<file path="config.mk">
export PLATFORM = sky130hd
export DESIGN_NAME = alu_muldiv
export DESIGN_NICKNAME = d
export VERILOG_FILES = /design/src/rtl/alu_muldiv.sv
export SDC_FILE = /design/constraint.sdc
export NUM_CORES = 1
export LEC_CHECK = 0
export CAP_MARGIN = 25
export CORE_MARGIN = 5
export CORE_UTILIZATION = 40
export CTS_BUF_LIST = sky130_fd_sc_hd__clkbuf_4
export DETAILED_ROUTE_END_ITERATION = 12
export GPL_ROUTABILITY_DRIVEN = 0
export PLACE_DENSITY = 0.55
export REMOVE_ABC_BUFFERS = 1
export SKIP_CTS_REPAIR_TIMING = 1
export SLEW_MARGIN = 25
export SYNTH_ARGS = -nofsm -noshare
export SYNTH_HDL_FRONTEND = slang
export SYNTH_SLANG_ARGS = --single-unit
</file>
<file path="constraint.sdc">
create_clock -name clk -period 7.85 [get_ports clk]
set_input_delay 1.57 -clock clk [delete_from_list [all_inputs] [get_ports clk]]
set_output_delay 1.57 -clock clk [all_outputs]
set_load 0.02 [all_outputs]
</file>
<file path="src/rtl/alu_muldiv.sv">
// EX-stage ALU: zero-latency combinational ops plus an iterative multiply/divide engine with HI/LO.
// Optional `overflow` output for ADD/SUB when the ALU_OVF_EN macro is defined.
module alu_muldiv #(
  parameter int unsigned WIDTH = 32,
  parameter int unsigned SHW   = 5
) (
  input  logic             clk,
  input  logic             rst,
  input  logic [WIDTH-1:0] alu_a,
  input  logic [WIDTH-1:0] alu_b,
  input  logic [3:0]       alu_op,
  input  logic [SHW-1:0]   shamt,
  input  logic             start,
  output logic [WIDTH-1:0] alu_out,
  output logic             zero,
  output logic             busy,
  output logic             done,
  output logic [WIDTH-1:0] hi,
  output logic [WIDTH-1:0] lo
`ifdef ALU_OVF_EN
  ,
  output logic             overflow
`endif
);

  localparam logic [3:0] OP_AND   = 4'b0000;
  localparam logic [3:0] OP_OR    = 4'b0001;
  localparam logic [3:0] OP_ADD   = 4'b0010;
  localparam logic [3:0] OP_SLT   = 4'b0011;
  localparam logic [3:0] OP_SLTU  = 4'b0100;
  localparam logic [3:0] OP_DIVU  = 4'b0101;
  localparam logic [3:0] OP_SUB   = 4'b0110;
  localparam logic [3:0] OP_XOR   = 4'b0111;
  localparam logic [3:0] OP_SLL   = 4'b1000;
  localparam logic [3:0] OP_SRL   = 4'b1001;
  localparam logic [3:0] OP_SRA   = 4'b1010;
  localparam logic [3:0] OP_NOR   = 4'b1100;
  localparam logic [3:0] OP_MULT  = 4'b1101;
  localparam logic [3:0] OP_MULTU = 4'b1110;
  localparam logic [3:0] OP_DIV   = 4'b1111;

  typedef enum logic [1:0] {IDLE, RUN, DONE} state_t;

  state_t             state;
  logic [SHW-1:0]     count;
  logic [2*WIDTH-1:0] acc;
  logic [WIDTH-1:0]   opnd;
  logic [WIDTH-1:0]   a_raw;
  logic               is_div;
  logic               neg_lo;
  logic               neg_hi;
  logic               dvz;

  logic [WIDTH-1:0]   add_res;
  logic [WIDTH-1:0]   sub_res;

  assign add_res = alu_a + alu_b;
  assign sub_res = alu_a - alu_b;

  // Combinational result path
  always_comb begin
    alu_out = '0;
    case (alu_op)
      OP_ADD:  alu_out = add_res;
      OP_SUB:  alu_out = sub_res;
      OP_AND:  alu_out = alu_a & alu_b;
      OP_OR:   alu_out = alu_a | alu_b;
      OP_XOR:  alu_out = alu_a ^ alu_b;
      OP_NOR:  alu_out = ~(alu_a | alu_b);
      OP_SLT:  alu_out = WIDTH'($signed(alu_a) < $signed(alu_b));
      OP_SLTU: alu_out = WIDTH'(alu_a < alu_b);
      OP_SLL:  alu_out = alu_b << shamt;
      OP_SRL:  alu_out = alu_b >> shamt;
      OP_SRA:  alu_out = $signed(alu_b) >>> shamt;
      default: alu_out = '0;
    endcase
  end

  assign zero = (alu_out == '0);

`ifdef ALU_OVF_EN
  always_comb begin
    overflow = 1'b0;
    case (alu_op)
      OP_ADD:  overflow = (alu_a[WIDTH-1] == alu_b[WIDTH-1]) && (add_res[WIDTH-1] != alu_a[WIDTH-1]);
      OP_SUB:  overflow = (alu_a[WIDTH-1] != alu_b[WIDTH-1]) && (sub_res[WIDTH-1] != alu_a[WIDTH-1]);
      default: overflow = 1'b0;
    endcase
  end
`endif

  // Launch decode: signed ops work on magnitudes, signs are restored at the end
  logic             is_md;
  logic             is_sgn;
  logic             sa;
  logic             sb;
  logic [WIDTH-1:0] mag_a;
  logic [WIDTH-1:0] mag_b;

  always_comb begin
    is_md  = (alu_op == OP_MULT) || (alu_op == OP_MULTU) || (alu_op == OP_DIV) || (alu_op == OP_DIVU);
    is_sgn = (alu_op == OP_MULT) || (alu_op == OP_DIV);
    sa     = is_sgn & alu_a[WIDTH-1];
    sb     = is_sgn & alu_b[WIDTH-1];
    mag_a  = sa ? -alu_a : alu_a;
    mag_b  = sb ? -alu_b : alu_b;
  end

  // One shift-add or restoring-subtract step on {upper, lower} of acc
  logic [WIDTH:0]     add_sum;
  logic [WIDTH:0]     rem_sh;
  logic               rem_lt;
  logic [WIDTH-1:0]   rem_sub;
  logic [2*WIDTH-1:0] acc_step;

  always_comb begin
    add_sum  = {1'b0, acc[2*WIDTH-1:WIDTH]} + (acc[0] ? {1'b0, opnd} : '0);
    rem_sh   = {acc[2*WIDTH-1:WIDTH], acc[WIDTH-1]};
    rem_lt   = rem_sh < {1'b0, opnd};
    rem_sub  = rem_sh[WIDTH-1:0] - opnd;
    acc_step = {add_sum, acc[WIDTH-1:1]};
    if (is_div) begin
      if (rem_lt) acc_step = {rem_sh[WIDTH-1:0], acc[WIDTH-2:0], 1'b0};
      else        acc_step = {rem_sub, acc[WIDTH-2:0], 1'b1};
    end
  end

  // Sign fix-up and divide-by-zero override applied on the final step
  logic [2*WIDTH-1:0] prod_fix;
  logic [WIDTH-1:0]   hi_nxt;
  logic [WIDTH-1:0]   lo_nxt;

  always_comb begin
    prod_fix = neg_lo ? -acc_step : acc_step;
    hi_nxt   = prod_fix[2*WIDTH-1:WIDTH];
    lo_nxt   = prod_fix[WIDTH-1:0];
    if (is_div) begin
      if (dvz) begin
        hi_nxt = a_raw;
        lo_nxt = '1;
      end else begin
        hi_nxt = neg_hi ? -acc_step[2*WIDTH-1:WIDTH] : acc_step[2*WIDTH-1:WIDTH];
        lo_nxt = neg_lo ? -acc_step[WIDTH-1:0] : acc_step[WIDTH-1:0];
      end
    end
  end

  always_ff @(posedge clk) begin
    if (rst) begin
      state  <= IDLE;
      count  <= '0;
      busy   <= 1'b0;
      done   <= 1'b0;
      hi     <= '0;
      lo     <= '0;
      acc    <= '0;
      opnd   <= '0;
      a_raw  <= '0;
      is_div <= 1'b0;
      neg_lo <= 1'b0;
      neg_hi <= 1'b0;
      dvz    <= 1'b0;
    end else begin
      done <= 1'b0;
      case (state)
        IDLE: begin
          if (start && is_md) begin
            state  <= RUN;
            busy   <= 1'b1;
            count  <= SHW'(WIDTH - 1);
            is_div <= (alu_op == OP_DIV) || (alu_op == OP_DIVU);
            neg_lo <= sa ^ sb;
            neg_hi <= sa;
            dvz    <= (alu_b == '0);
            a_raw  <= alu_a;
            if ((alu_op == OP_DIV) || (alu_op == OP_DIVU)) begin
              acc  <= {{WIDTH{1'b0}}, mag_a};
              opnd <= mag_b;
            end else begin
              acc  <= {{WIDTH{1'b0}}, mag_b};
              opnd <= mag_a;
            end
          end
        end
        RUN: begin
          acc   <= acc_step;
          count <= count - 1'b1;
          if (count == '0) begin
            state <= DONE;
            busy  <= 1'b0;
            done  <= 1'b1;
            hi    <= hi_nxt;
            lo    <= lo_nxt;
          end
        end
        DONE:    state <= IDLE;
        default: state <= IDLE;
      endcase
    end
  end

endmodule

</file>
==> results.yml, run 1 <==
outcome:
  violations: "setup timing"
  status: "complete, but fails checks"
logic_synthesis:
  yosys_warnings: 0
  synth-compound-area-share_pct: 30.4
  synth.area.top_cells: "dfxtp_1 16%, ha_1 7.9%, a21oi_1 6.6%"
  synth_ff_type: "dfxtp_1"
  synthSimpleGateAreaFrac_pct: 23.5
  avgSynthCellArea_um2: 7.07
  yosysTopAreaCellShare_pct: 15.7
  synth_edf_count: 0
  async_flop_share_pct: 0
  synthCells: 3706
  synthAdderAreaFrac_pct: 8.24
  synth.distinct_cells: 91
  ys_seq_area_share_pct: 15.7
  synth_seq_cells: 205
  syn_area_mm2: 0.0262
  synth_xor_area_share_pct: 6.05
  synth_common_cells: "435 x nand2_1, 381 x nor2_1, 347 x a21oi_1"
  synth_top_family_by_area: "compound AO/OA/AOI/OAI gates"
  yosys.area.top_type: "dfxtp_1"
  synth.area.mux_share_pct: 9.33
  yosysMostFrequentCell: "nand2_1"
global_route:
  grt_overflow: 0
  antenna_found_initial: 1
  first_global_vias: 28900
  grt_use_total_pct: 31.1
  grt_max_degree: 142
  grt_pass1_wl_mm: 175
sta:
  rsz0062_at_grt: "yes"
  relSlewSlack_pct: 21.5
  period_needed_ns: 8.01
  whs_ns: 0.453
  hold_viol: 0
  post-route-period-util_pct: 102
  max_slew.worst_pin.slew_ns: 1.18
  setup_viol: 1
  fmax_mhz: 125
  fin_ws_ns: -0.164
  fin_skew_ns: 0.0536
  drv_slew: 0
floorplanning:
  fp.dieW_um: 266
  rows: 93
  core_mm2: 0.0647
  start_util_pct: 40.5
  ios: 175
  dieArea_mm2: 0.0707
  die_h_um: 266
finish:
  fin_nets: 4364
  syn_to_final_growth_pct: 23.5
  seq_area_mm2: 0.00411
  layout-drive-gt1-share_pct: 17.4
  multi_input_area_mm2: 0.0205
  fin_util_pct: 50.0
  num-fill-cells: 6694
setup_path:
  cp-startpoint: "alu_op[0]"
  slowest_stage: "clkdlybuf4s50_1"
  critPathMaxFanout: 6
  r2r_slack_ns: 1.11
  crit_chain: "clkdlybuf4s50_1, buf_4, nand2b_1, nor2_1, buf_4, a21oi_1, o32ai_1, a221o_1, or4_1, or4_4, or4_4, or4_4, nor4_4, buf_4, nand3b_1, nor4_2, buf_4"
  worstSetupEndpointType: "output port"
  timing.critical_path.mode_cell: "buf_4"
  crit_family: "simple AND/OR/NAND/NOR gates"
  worst_ep_required_time_ns: 6.28
  critPathBufInv: 5
  arrival_ns: 6.44
  slowest_delay_ns: 0.56
  critPathLaunchType: "input port"
  r2r_start: "opnd[23]"
  critical_path_class: "in -> out"
pwr:
  p_comb_share_pct: 46.1
  cellPowerDensity_mw_per_mm2: 118
  seqPwrFrac_pct: 29.2
  clkPwrFrac_pct: 24.7
  ir_worst_vdd_mv: 0.0758
  p_leak_nw: 13.4
  p_int_mw: 2.25
  swShare_pct: 41.0
  fin_total_pwr_mw: 3.81
  p_sw_mw: 1.56
run:
  drv_cap: 0
detailed_routing:
  vias: 30600
  viasPerCell: 6.11
  drt_iter0_drc: 3375
  routedWlPerCell_um: 23.1
  firstDrtPassIters: 7
  drc: 0
  wl_mm: 116
  antenna_left: 0
clocking:
  cts_buffer_depth: 3
  cts_buffers: 54
  cts.sinks: 205
  clk-insertion-delay-late_ns: 0.76
  cts_tree: "built"
  h-tree-depth: 2
  clock-root-buffer: "clkbuf_4"
  clkTransAtPathRegs_ns: 0.06
worst_hold_path:
  holdCritPathClass: "reg -> reg"
  min_from: "hi[20]"
place:
  place_ws_ns: -1.15
  dpl.hpwl_mm: 91.6
  portBuffers: 174
-- per-stage QoR --
stage	setup TNS, ns	cell area [um2]	cells
after floorplan	-0.0662	25100	3416
after global placement	-1.75	31500	4914
after detailed placement	-1.68	31500	4914
after CTS	-1.77	32200	5007
after global routing	-0.253	32300	5011
final	-0.164	32300	5012
-- state kept, by name, indices dropped and copies added (netlist names) --
register	count
dvz	1
busy	1
acc	64
hi	32
neg_lo	1
is_div	1
done	1
state	2
neg_hi	1
a_raw	32
lo	32
opnd	32
count	5
-- path summary, 6_finish.rpt --
path / depth (start not counted) / endpoint
setup reg to reg: 21 / hi[16]
hold / removal: 1 / hi[20]
setup / recovery: 17 / zero
hold reg to reg: 1 / hi[20]
-- metal layers --
metal	vias to the layer above	global-route usage [%]	wire (um)
li1	14500	-	-
met1	14400	40.0	47000
met2	1453	51.0	52500
met3	326	4.26	9210
met4	0	15.8	7180
met5	-	0	0
-- worst register-to-register path, delay by kind of cell, from the launching register on --
family | cells | cell delay [ns]
compound gates | 7 | 1.97
xor+xnor | 1 | 0.16
fa+ha+maj | 2 | 0.76
buf+inv | 3 | 0.44
flops | 1 | 0.47
simple gates | 8 | 2.79
-- cells by family (layout without fill, tap and decap cells) --
group | after synthesis | in the layout
buf+inv | 456 | 905
xor+xnor | 181 | 181
compound gates | 1209 | 1209
other cells | 0 | 2
fa+ha+maj | 170 | 170
simple gates | 1333 | 1333
mux | 152 | 152
flops | 205 | 205
-- power by group through the flow --
stage	sequential [mW]	clock [mW]	combinational, mW
after floorplan	1.14	0	0.874
after global placement	1.13	0	1.70
after detailed placement	1.13	0	1.69
after CTS	1.11	0.967	1.70
after global routing	1.11	1.02	1.87
final	1.11	0.942	1.76
-- layout by cell type (no fill, tap or decap), drive strengths merged, types with 37 or more instances in the layout --
cell | Yosys | routed
mux2i | 56 | 56
clkbuf | 247 | 70
nor3 | 111 | 111
dfxtp | 205 | 205
nand3 | 95 | 95
nor4 | 37 | 37
o211ai | 58 | 58
xor2 | 44 | 44
o21ai | 213 | 213
a21o | 61 | 61
a31oi | 66 | 66
buf | 43 | 479
nor2 | 381 | 381
and2 | 52 | 52
a21oi | 347 | 347
ha | 166 | 166
nand4 | 39 | 39
xnor2 | 137 | 137
clkdlybuf4s50 | 0 | 157
nand2 | 436 | 436
inv | 163 | 165
mux4 | 69 | 69
a211oi | 96 | 96
-- cell type report --
cell class,instances,area share (%)
flip-flops and latches,205,12.7
well taps,855,3.31
inverters,166,1.93
multi-input cells,3045,63.4
diodes,2,0.0155
clock inverters,23,0.398
clock buffers,70,1.62
repair buffers,646,16.6
Note: power is estimated with default switching activity, not from simulation.
==> inputs of run 2 (changes only) <==
--- a/config.mk
+++ b/config.mk
@@ -9,11 +9,13 @@
 export CORE_MARGIN = 5
 export CORE_UTILIZATION = 40
 export CTS_BUF_LIST = sky130_fd_sc_hd__clkbuf_4
+export CTS_CLUSTER_DIAMETER = 60
 export DETAILED_ROUTE_END_ITERATION = 12
 export GPL_ROUTABILITY_DRIVEN = 0
 export PLACE_DENSITY = 0.55
 export REMOVE_ABC_BUFFERS = 1
 export SKIP_CTS_REPAIR_TIMING = 1
+export SKIP_LAST_GASP = 1
 export SLEW_MARGIN = 25
 export SYNTH_ARGS = -nofsm -noshare
 export SYNTH_HDL_FRONTEND = slang
==> constraint.sdc (replaced) <==
create_clock -name clk -period 10.4 [get_ports clk]
set_input_delay 2.08 -clock clk [delete_from_list [all_inputs] [get_ports clk]]
set_output_delay 2.08 -clock clk [all_outputs]
set_load 0.02 [all_outputs]
==> run 2 against run 1 <==
Against the previous run:
- via count is 4.1% lower
- critical endpoint unchanged
- largest power group unchanged
- register-to-register slack improved by 2.0 ns
- cell count decreased by 7.1%
- first-iteration DRC count grew 5.3%
- sequential cell count stayed put
- the flow now finishes without violations
==> results.yml, run 2 (synthesized netlist as in run 1, its figures left out) <==
outcome:
  status: "complete, no violations"
place:
  dpl.hpwl_mm: 87.7
  postPlaceCellArea_mm2: 0.0287
  place_ws_ns: 0.335
  portBuffers: 174
setup_path:
  crit_chain: "clkdlybuf4s50_1, inv_1, ha_1, fa_1, o21ba_2, nor4_2, nor3_1, a221o_1, a221o_1, or4_1, or4_1, or4_1, or4_1, nor4_2, buf_4, nand3b_1, nor4_2, clkdlybuf4s50_1"
  slowest_stage: "clkdlybuf4s50_1"
  critical_path_class: "in -> out"
  arrival_ns: 8.00
  worstSetupEndpointType: "output port"
  cp-startpoint: "alu_a[0]"
  slowest_delay_ns: 0.64
  critPathMaxFanout: 6
  timing.critical_path.mode_cell: "or4_1"
  worst_ep_required_time_ns: 8.32
  critPathLaunchType: "input port"
  r2r_start: "opnd[12]"
  crit_family: "simple AND/OR/NAND/NOR gates"
  critPathBufInv: 4
clocking:
  clk-insertion-delay-late_ns: 0.83
  cts.sinks: 205
  clkTransAtPathRegs_ns: 0.07
  cts_buffers: 57
  clock-root-buffer: "clkbuf_4"
  cts_buffer_depth: 3
  cts_tree: "built"
  h-tree-depth: 2
finish:
  fin_nets: 3996
  largest_reg_flops: 64
  syn_to_final_growth_pct: 12.3
  fin_area_mm2: 0.0294
  layout-drive-gt1-share_pct: 8.74
  layout_common_cells: "435 x nand2_1, 376 x nor2_1, 347 x a21oi_1"
  mostFrequentLayoutCell: "nand2_1"
  regMostFlops: "acc"
global_route:
  first_global_vias: 27200
  grt_max_degree: 84
  grt_overflow: 0
  grt_use_total_pct: 30.4
  grt_pass1_wl_mm: 170
  antenna_found_initial: 4
sta:
  finalSetupTns_ns: 0
  fin_skew_ns: 0.0396
  fmax_mhz: 99.2
  period_needed_ns: 10.08
  relSlewSlack_pct: 23.5
  rsz0062_at_grt: "no"
  max_slew.worst_pin.slew_ns: 1.14
  hold_viol: 0
  post-route-period-util_pct: 97.0
  fin_ws_ns: 0.317
  drv_slew: 0
  whs_ns: 0.450
  setup_viol: 0
detailed_routing:
  wl_mm: 114
  firstDrtPassIters: 7
  routedWlPerCell_um: 24.4
  drt_iter0_drc: 3555
  antenna_left: 0
  vias: 29400
  drc: 0
  viasPerCell: 6.31
floorplanning:
  die_h_um: 266
  core_mm2: 0.0647
  dieArea_mm2: 0.0707
  ios: 175
  start_util_pct: 40.5
  fp.dieW_um: 266
  rows: 93
pwr:
  cellPowerDensity_mw_per_mm2: 93.6
  p_leak_nw: 11.5
  ir_worst_vdd_mv: 0.0549
worst_hold_path:
  min_from: "a_raw[12]"
  holdCritPathClass: "reg -> reg"
run:
  drv_cap: 0
[run 2: cell types whose count changed in the layout (fill, tap and decap cells not counted), sizes merged]
cell,delta
clkdlybuf4s50,+12
clkbuf,+3
clkinv,+11
diode,+1
dlymetal6s2s,-10
buf,-373
[run 2: final timing paths]
check | end | slack [ns] | cells after the start
setup reg to reg | hi[14] | 3.11 | 21
setup / recovery | zero | 0.32 | 18
hold / removal | a_raw[12] | 0.45 | 2
hold reg to reg | a_raw[12] | 0.45 | 2
[run 2: metrics by stage]
stage | power (mW) | util, % | cells
4_1_cts | 2.74 | 45.4 | 4653
6_report | 2.75 | 45.5 | 4656
2_1_floorplan | 1.52 | - | 3416
3_3_place_gp | 1.98 | 44.3 | 4546
3_5_place_dp | 1.98 | 44.3 | 4546
5_1_grt | 2.90 | 45.5 | 4656
[run 2: worst min-delay path: stages (launching register included)]
cell,delay (ns)
dfxtp_1,0.31
nand2_1,0.05
a21oi_1,0.05
[run 2: per-layer routing]
metal  track usage (%)  vias to the layer above  routed length, um
li1                  -                    13800                  -
met1              40.3                    13900              47000
met2              49.5                     1361              51200
met3              3.81                      331               9030
met4              14.1                        4               6360
met5                 0                        -                 27
[run 2: area by class of cell]
cell class / count / area (um2)
antenna: 3 / 7.51
clock buffer: 73 / 548
clock inverter: 34 / 173
fill: 6871 / 35300
inverter: 166 / 623
multi-input combinational: 3045 / 20400
sequential: 205 / 4110
tap: 855 / 1070
timing repair buffer: 275 / 2500
[run 2: power breakdown]
part	internal (mW)	leakage [nW]	switching (mW)
Sequential	0.811	1.66	0.0274
Combinational	0.415	9.44	0.742
Clock	0.360	0.427	0.398
Total	1.59	11.5	1.17
